File: config.mk
export PLATFORM = sky130hd
export DESIGN_NAME = servo_slew_flat
export DESIGN_NICKNAME = d
export VERILOG_FILES = /design/src/rtl/servo_slew_pkg.sv /design/src/rtl/servo_slew_if.sv /design/src/rtl/servo_slew_step.sv /design/src/rtl/servo_slew.sv /design/src/flat_wrapper.sv
export SDC_FILE = /design/constraint.sdc
export NUM_CORES = 1
export LEC_CHECK = 0
export CAP_MARGIN = 10
export CORE_ASPECT_RATIO = 1.5
export CORE_MARGIN = 5
export CORE_UTILIZATION = 30
export CTS_CLUSTER_SIZE = 10
export DETAILED_ROUTE_END_ITERATION = 10
export REMOVE_ABC_BUFFERS = 1
export SKIP_CTS_REPAIR_TIMING = 1
export SYNTH_ARGS = -nofsm -noshare
export SYNTH_HDL_FRONTEND = slang
export SYNTH_SLANG_ARGS = --single-unit
export TNS_END_PERCENT = 50
File: constraint.sdc
create_clock -name Clk -period 9.4 [get_ports Clk]
set_clock_uncertainty 0.05 [all_clocks]
set_input_delay 2.35 -clock Clk [delete_from_list [all_inputs] [get_ports Clk]]
set_output_delay 2.35 -clock Clk [all_outputs]
set_load 0.02 [all_outputs]
File: src/rtl/servo_slew_pkg.sv
// Shared constants and FSM state type for the servo slew-rate limiter.
package servo_pkg;

  localparam int WIDTH      = 16;
  localparam int MAX_PW     = 20000;
  localparam int RESET_PW   = 1500;
  localparam int RESET_STEP = 10;

  typedef enum logic [1:0] {
    IDLE   = 2'd0,
    UPDATE = 2'd1,
    DONE   = 2'd2
  } state_t;

endpackage

File: src/rtl/servo_slew_if.sv
// Register-bus / frame-strobe side and PWM-facing outputs of the slew limiter.
interface servo_slew_if #(
  parameter int NUM_CH = 8,
  parameter int WIDTH  = 16
);

  logic                      WEn;
  logic [7:0]                Addr;
  logic [7:0]                WData;
  logic                      Frame;
  logic [NUM_CH*WIDTH-1:0]   Cur;
  logic                      Busy;
  logic                      Done;
  logic                      Overrun;

  // Driver side: register writer plus frame source, observes the limiter state.
  modport master (
    output WEn, Addr, WData, Frame,
    input  Cur, Busy, Done, Overrun
  );

  // The slew limiter itself.
  modport slave (
    input  WEn, Addr, WData, Frame,
    output Cur, Busy, Done, Overrun
  );

endinterface

File: src/rtl/servo_slew_step.sv
// Combinational single-channel step: moves cur toward tgt by at most step,
// never overshooting; step==0 jumps straight to the target.
module servo_slew_step #(
  parameter int W = servo_pkg::WIDTH
) (
  input  logic [W-1:0] i_cur,
  input  logic [W-1:0] i_tgt,
  input  logic [7:0]   i_step,
  output logic [W-1:0] o_next
);

  // One extra bit so neither the sum nor the difference can wrap.
  logic [W:0] w_cur_ext;
  logic [W:0] w_tgt_ext;
  logic [W:0] w_step_ext;
  logic [W:0] w_up;
  logic [W:0] w_dn;

  assign w_cur_ext  = {1'b0, i_cur};
  assign w_tgt_ext  = {1'b0, i_tgt};
  assign w_step_ext = (W+1)'(i_step);
  assign w_up       = w_cur_ext + w_step_ext;
  assign w_dn       = w_cur_ext - w_step_ext;

  // Pick the saturated next width; w_dn[W] flags an underflow below zero.
  always_comb begin
    o_next = i_cur;
    if (i_step == 8'd0) begin
      o_next = i_tgt;
    end else if (i_cur < i_tgt) begin
      o_next = (w_up >= w_tgt_ext) ? i_tgt : w_up[W-1:0];
    end else if (i_cur > i_tgt) begin
      o_next = (w_dn[W] || (w_dn <= w_tgt_ext)) ? i_tgt : w_dn[W-1:0];
    end
  end

endmodule

File: src/rtl/servo_slew.sv
// Slew-rate limiter: per-channel targets written over the register bus,
// current widths walked toward them one channel per cycle after each frame.
module servo_slew #(
  parameter int         NUM_CH     = 8,
  parameter int         WIDTH      = servo_pkg::WIDTH,
  parameter int         MAX_PW     = servo_pkg::MAX_PW,
  parameter int         RESET_PW   = servo_pkg::RESET_PW,
  parameter int         RESET_STEP = servo_pkg::RESET_STEP,
  parameter logic [7:0] STEP_ADDR  = 8'h11
) (
  input logic         Clk,
  input logic         rst_n,
  servo_slew_if.slave bus
);

  import servo_pkg::*;

  localparam int IDX_W = (NUM_CH > 1) ? $clog2(NUM_CH) : 1;

  state_t              r_state;
  logic [IDX_W-1:0]    r_idx;
  logic                r_overrun;
  logic [7:0]          r_step;
  logic [7:0]          r_hold;
  logic [WIDTH-1:0]    r_tgt [NUM_CH];
  logic [WIDTH-1:0]    r_cur [NUM_CH];

  logic                w_is_ch;
  logic                w_is_step;
  logic                w_wr_low;
  logic [NUM_CH-1:0]   w_wr_high;
  logic [15:0]         w_commit_raw;
  logic [WIDTH-1:0]    w_commit;
  logic [WIDTH-1:0]    w_cur_sel;
  logic [WIDTH-1:0]    w_tgt_sel;
  logic [WIDTH-1:0]    w_cur_next;
  logic [NUM_CH*WIDTH-1:0] w_cur_flat;

  // Address decode: channel byte pairs live at 0..2*NUM_CH-1, step elsewhere.
  assign w_is_step    = bus.WEn && (bus.Addr == STEP_ADDR);
  assign w_is_ch      = bus.WEn && !w_is_step && (int'(bus.Addr) < 2*NUM_CH);
  assign w_wr_low     = w_is_ch && !bus.Addr[0];
  assign w_commit_raw = {bus.WData, r_hold};
  assign w_commit     = (int'(w_commit_raw) > MAX_PW) ? WIDTH'(MAX_PW)
                                                      : WIDTH'(w_commit_raw);

  // Shared low-byte holding register; the high-byte write commits it.
  always_ff @(posedge Clk or negedge rst_n) begin
    if (!rst_n)        r_hold <= 8'd0;
    else if (w_wr_low) r_hold <= bus.WData;
  end

  // Step register; a mid-sweep write affects only channels not yet processed.
  always_ff @(posedge Clk or negedge rst_n) begin
    if (!rst_n)         r_step <= 8'(RESET_STEP);
    else if (w_is_step) r_step <= bus.WData;
  end

  genvar gi;
  generate
    for (gi = 0; gi < NUM_CH; gi++) begin : g_ch
      assign w_wr_high[gi] = w_is_ch && bus.Addr[0] && (int'(bus.Addr[7:1]) == gi);

      // Target commit: both bytes land together so the target never tears.
      always_ff @(posedge Clk or negedge rst_n) begin
        if (!rst_n)             r_tgt[gi] <= WIDTH'(RESET_PW);
        else if (w_wr_high[gi]) r_tgt[gi] <= w_commit;
      end

      // Current width moves only while this channel is the one being swept.
      always_ff @(posedge Clk or negedge rst_n) begin
        if (!rst_n)
          r_cur[gi] <= WIDTH'(RESET_PW);
        else if ((r_state == UPDATE) && (int'(r_idx) == gi))
          r_cur[gi] <= w_cur_next;
      end
    end
  endgenerate

  // Single step unit shared by all channels; reads the pre-edge target, so a
  // same-cycle target write only takes effect on the next frame.
  assign w_cur_sel = r_cur[r_idx];
  assign w_tgt_sel = r_tgt[r_idx];

  servo_slew_step #(.W(WIDTH)) u_step (
    .i_cur  (w_cur_sel),
    .i_tgt  (w_tgt_sel),
    .i_step (r_step),
    .o_next (w_cur_next)
  );

  // Sweep sequencer: IDLE -> UPDATE (one channel per cycle) -> DONE -> IDLE.
  always_ff @(posedge Clk or negedge rst_n) begin
    if (!rst_n) begin
      r_state   <= IDLE;
      r_idx     <= '0;
      r_overrun <= 1'b0;
    end else begin
      case (r_state)
        IDLE: begin
          if (bus.Frame) begin
            r_state <= UPDATE;
            r_idx   <= '0;
          end
        end
        UPDATE: begin
          if (bus.Frame) r_overrun <= 1'b1;
          if (r_idx == IDX_W'(NUM_CH-1)) r_state <= DONE;
          else                           r_idx   <= r_idx + 1'b1;
        end
        DONE: begin
          if (bus.Frame) r_overrun <= 1'b1;
          r_state <= IDLE;
        end
        default: r_state <= IDLE;
      endcase
    end
  end

  // Flatten the current widths for the PWM comparator.
  always_comb begin
    w_cur_flat = '0;
    for (int k = 0; k < NUM_CH; k++) w_cur_flat[k*WIDTH +: WIDTH] = r_cur[k];
  end

  assign bus.Cur     = w_cur_flat;
  assign bus.Busy    = (r_state == UPDATE);
  assign bus.Done    = (r_state == DONE);
  assign bus.Overrun = r_overrun;

endmodule

File: src/flat_wrapper.sv
// flat-port wrapper written by rule: the top's interface ports become plain ports
module servo_slew_flat import servo_pkg::*;
#(
  parameter int         NUM_CH     = 8,
  parameter int         WIDTH      = servo_pkg::WIDTH,
  parameter int         MAX_PW     = servo_pkg::MAX_PW,
  parameter int         RESET_PW   = servo_pkg::RESET_PW,
  parameter int         RESET_STEP = servo_pkg::RESET_STEP,
  parameter logic [7:0] STEP_ADDR  = 8'h11
)
  (Clk, rst_n, bus_WEn, bus_Addr, bus_WData, bus_Frame, bus_Cur, bus_Busy, bus_Done, bus_Overrun);
  servo_slew_if #(.NUM_CH(NUM_CH), .WIDTH(WIDTH)) bus_i ();
  input logic Clk;
  input logic rst_n;
  input wire logic [$bits(bus_i.WEn)-1:0] bus_WEn;
  input wire logic [$bits(bus_i.Addr)-1:0] bus_Addr;
  input wire logic [$bits(bus_i.WData)-1:0] bus_WData;
  input wire logic [$bits(bus_i.Frame)-1:0] bus_Frame;
  output wire logic [$bits(bus_i.Cur)-1:0] bus_Cur;
  output wire logic [$bits(bus_i.Busy)-1:0] bus_Busy;
  output wire logic [$bits(bus_i.Done)-1:0] bus_Done;
  output wire logic [$bits(bus_i.Overrun)-1:0] bus_Overrun;
  assign bus_i.WEn = bus_WEn;
  assign bus_i.Addr = bus_Addr;
  assign bus_i.WData = bus_WData;
  assign bus_i.Frame = bus_Frame;
  assign bus_Cur = bus_i.Cur;
  assign bus_Busy = bus_i.Busy;
  assign bus_Done = bus_i.Done;
  assign bus_Overrun = bus_i.Overrun;
  servo_slew #(.NUM_CH(NUM_CH), .WIDTH(WIDTH), .MAX_PW(MAX_PW), .RESET_PW(RESET_PW), .RESET_STEP(RESET_STEP), .STEP_ADDR(STEP_ADDR)) u_core (.Clk(Clk), .rst_n(rst_n), .bus(bus_i));
endmodule
==> metrics <==
Buffers on Ports=150; number of nets in the layout=1726; CTS tree=done; cell type group with the largest total delay on the critical path=compound AO/OA/AOI/OAI gates; Yosys reg bits=278; Period Utilization, post-route=77.12%; critical path's largest stage delay=900 ps; Worst Reg2Reg Path Length in Cells=18; most used cells in the layout excluding fill and tap cells=309 x sky130_fd_sc_hd__nand2_1, 162 x sky130_fd_sc_hd__dfrtp_1, 157 x sky130_fd_sc_hd__o21ai_0; synth top area cells=sky130_fd_sc_hd__dfrtp_1 27%, sky130_fd_sc_hd__dfstp_2 20%, sky130_fd_sc_hd__mux4_2 9.4%; buffers and inverters on the worst path=1; sequential cell area fraction in the yosys report=46.25%; final period demand of the worst path=7249 ps; met3 wirelength from detailed routing=1.919 mm; vias per std cell=5.138; startpoint types=flip-flop; total design power=6.684 mW; list of cells traversed by the critical path=mux4_2 -> mux2i_1 -> ha_1 -> inv_1 -> fa_1 -> a21oi_1 -> nand4b_1 -> a31oi_1 -> nor3_1 -> xnor2_1 -> ha_1 -> a21o_1 -> a21oi_1 -> or3b_2 -> o31ai_1 -> nor3_2 -> a2111oi_4 -> a31oi_1; total power divided by cell area=360.7 nW/µm²; arrival time at the worst endpoint=7550 ps; floorplan die width=194.7 µm; worst hold path class=reg -> reg; area growth from synthesis to final layout=20.71%; largest voltage drop on the vdd net=0.0003040 V; pin count of the biggest net entering global routing=170; CTS H-tree lvls=2; result of the run=completed; standard-cell rows=101; number of antenna violations at the first check in global routing=1; mean area per synthesized cell=10.16 µm²; maximum clock insertion buffer count=3; uppermost layer routed=met5; number of vias in the routed layout=11.95k; CP Capture Type=flip-flop; critical path fanouts, max=25; Initial DRT Pass Iterations=5; largest area contributor in the netlist=sky130_fd_sc_hd__dfrtp_1; fraction of post-synthesis cell area in the top cell type by area=26.74%; ratio of cells with drive above 1 in the final layout=18.00%; Max-Cap Viols=0; most common cell after layout, fill and taps aside=sky130_fd_sc_hd__nand2_1; cell area after technology mapping=15350 µm²; WL final=47.64 mm; unrepaired setup endpoints after global routing=false; Netlist cell types=83; number of primary I/O pins=151; cell leakage power=7.330 nW; number of endpoints failing setup at the final stage=0; Max-Slew Margin vs Limit=23.49%; Worst EP required=9700 ps; starting utilization of the core area=30.29%; smallest hold slack=414.2 ps; achievable frequency=137.9 MHz; buffer type at the clock tree root=sky130_fd_sc_hd__clkbuf_16; number of flops mapped to enable cells by yosys=0; Levels on crit path=18; number of buffers created by CTS=34; Worst Max-Slew Pin Slew=1145 ps; Die Ht=287.0 µm; endpoints failing hold=0; slowest stage cell on the critical path=sky130_fd_sc_hd__o31ai_1; final antenna-violating net count=0; vias in the first global route=12.55k; fraction of registers with async set or reset after synthesis=100.0%; Routed met1 length=18.03 mm; gr ovfl total=0; WS Path Type=reg -> reg; gate count of the mapped netlist=1510; amount of wire on met2 after detailed routing=25.73 mm; clock transition at the registers of the reported paths=60 ps; worst hold path stage count=1; global placement routability congestion=0.9026; placed wire-length estimate=34.61 mm; area enclosed by the die boundary=55880 µm²; Core Area=50670 µm²; routed len/inst=20.49 µm; 1st-iter DRT viols=678; global-route wire length before repair=74.15 mm; GRT Resource Usage Total=16.79%; Sum Neg Setup Slack=0 ps; Primary FF master, synth=sky130_fd_sc_hd__dfrtp_1; number of inserted diodes=0; Synthesis Warnings=0; number of pins exceeding their max-slew limit in the final report=0; total DRC errors in the routed layout=0; # clock sinks=278; Clock Latency Late Sink=540 ps
where the power goes:
| part | total [mW] | internal [mW] | switching (mW) |
|---|---|---|---|
| Sequential | 1.62 | 1.42 | 0.202 |
| Clock | 1.20 | 0.687 | 0.517 |
| Combinational | 3.86 | 1.38 | 2.48 |
cell usage after synthesis (all sizes together) (5+ instances only):
| master | count |
|---|---|
| nand2 | 310 |
| mux2i | 26 |
| dfrtp | 164 |
| a21oi | 60 |
| o31ai | 10 |
| ha | 73 |
| mux2 | 17 |
| xor2 | 6 |
| a31oi | 8 |
| a21o | 6 |
| or3 | 5 |
| nor3 | 27 |
| nor2 | 53 |
| buf | 19 |
| nor2b | 11 |
| o211ai | 6 |
| nand2b | 7 |
| o21a | 7 |
| and2 | 11 |
| mux4 | 64 |
| xnor2 | 19 |
| o21ai | 250 |
| clkbuf | 68 |
| inv | 41 |
| a211oi | 16 |
| nand4 | 15 |
| nand3 | 33 |
| dfstp | 114 |
per-layer routing:
layer / up-vias / GRT usage [%]
met1: 5858 / 18.32
met3: 93 / 2.451
met5: - / 0
met4: 2 / 7.035
met2: 303 / 32.15
li1: 5690 / -
per-stage QoR:
| stage | instances | util [%] | area [µm²] | setup slack (ps) |
|---|---|---|---|---|
| floorplan | 1423 | - | 14990 | 1422 |
| global placement | 2264 | 34.57 | 17520 | 2315 |
| detailed placement | 2264 | 34.57 | 17520 | 2123 |
| CTS | 2325 | 36.56 | 18530 | 2111 |
| global route | 2325 | 36.56 | 18530 | 1599 |
| finish | 2325 | 36.56 | 18530 | 2151 |
flip-flops by register name (all words and copies together), names as in the netlist:
| signal | count |
|---|---|
| u_core.bus.Cur | 128 |
| u_core.r_tgt | 128 |
| u_core.r_hold | 8 |
| u_core.r_step | 8 |
| u_core.r_idx | 3 |
| u_core.r_state | 2 |
| u_core.bus.Overrun | 1 |
final cells by class:
type	instances	area (µm²)
Clock buffer	56	933.4
Clock inverter	5	76.32
Fill cell	5051	32150
Inverter	43	163.9
Multi-Input combinational cell	1102	7729
Sequential cell	278	7104
Tap cell	669	837.1
Timing Repair Buffer	172	1684
path summary, 6_finish.rpt:
path                                     from                  to  slack, ps
max                           u_core.r_idx[0]  u_core.bus.Cur[59]       2150
min                        u_core.bus.Overrun  u_core.bus.Overrun        410
max reg2reg                   u_core.r_idx[0]  u_core.bus.Cur[59]       2150
min reg2reg                u_core.bus.Overrun  u_core.bus.Overrun        410
max in group asynchronous               rst_n    u_core.r_tgt[49]       6060
min in group asynchronous               rst_n  u_core.bus.Cur[28]       1800
cell families (layout without fill, tap and decap cells):
kind of cell    count (synthesis)  after routing  synth area share [%]
fa+ha+maj                      75             75                 6.212
mux                           107            107                 12.93
buf+inv                       130            276                 3.391
compound gates                400            400                 15.50
simple gates                  495            495                 14.28
xor+xnor                       25             25                 1.427
flops                         278            278                 46.25
No activity file was read; power rests on OpenSTA's default activity.
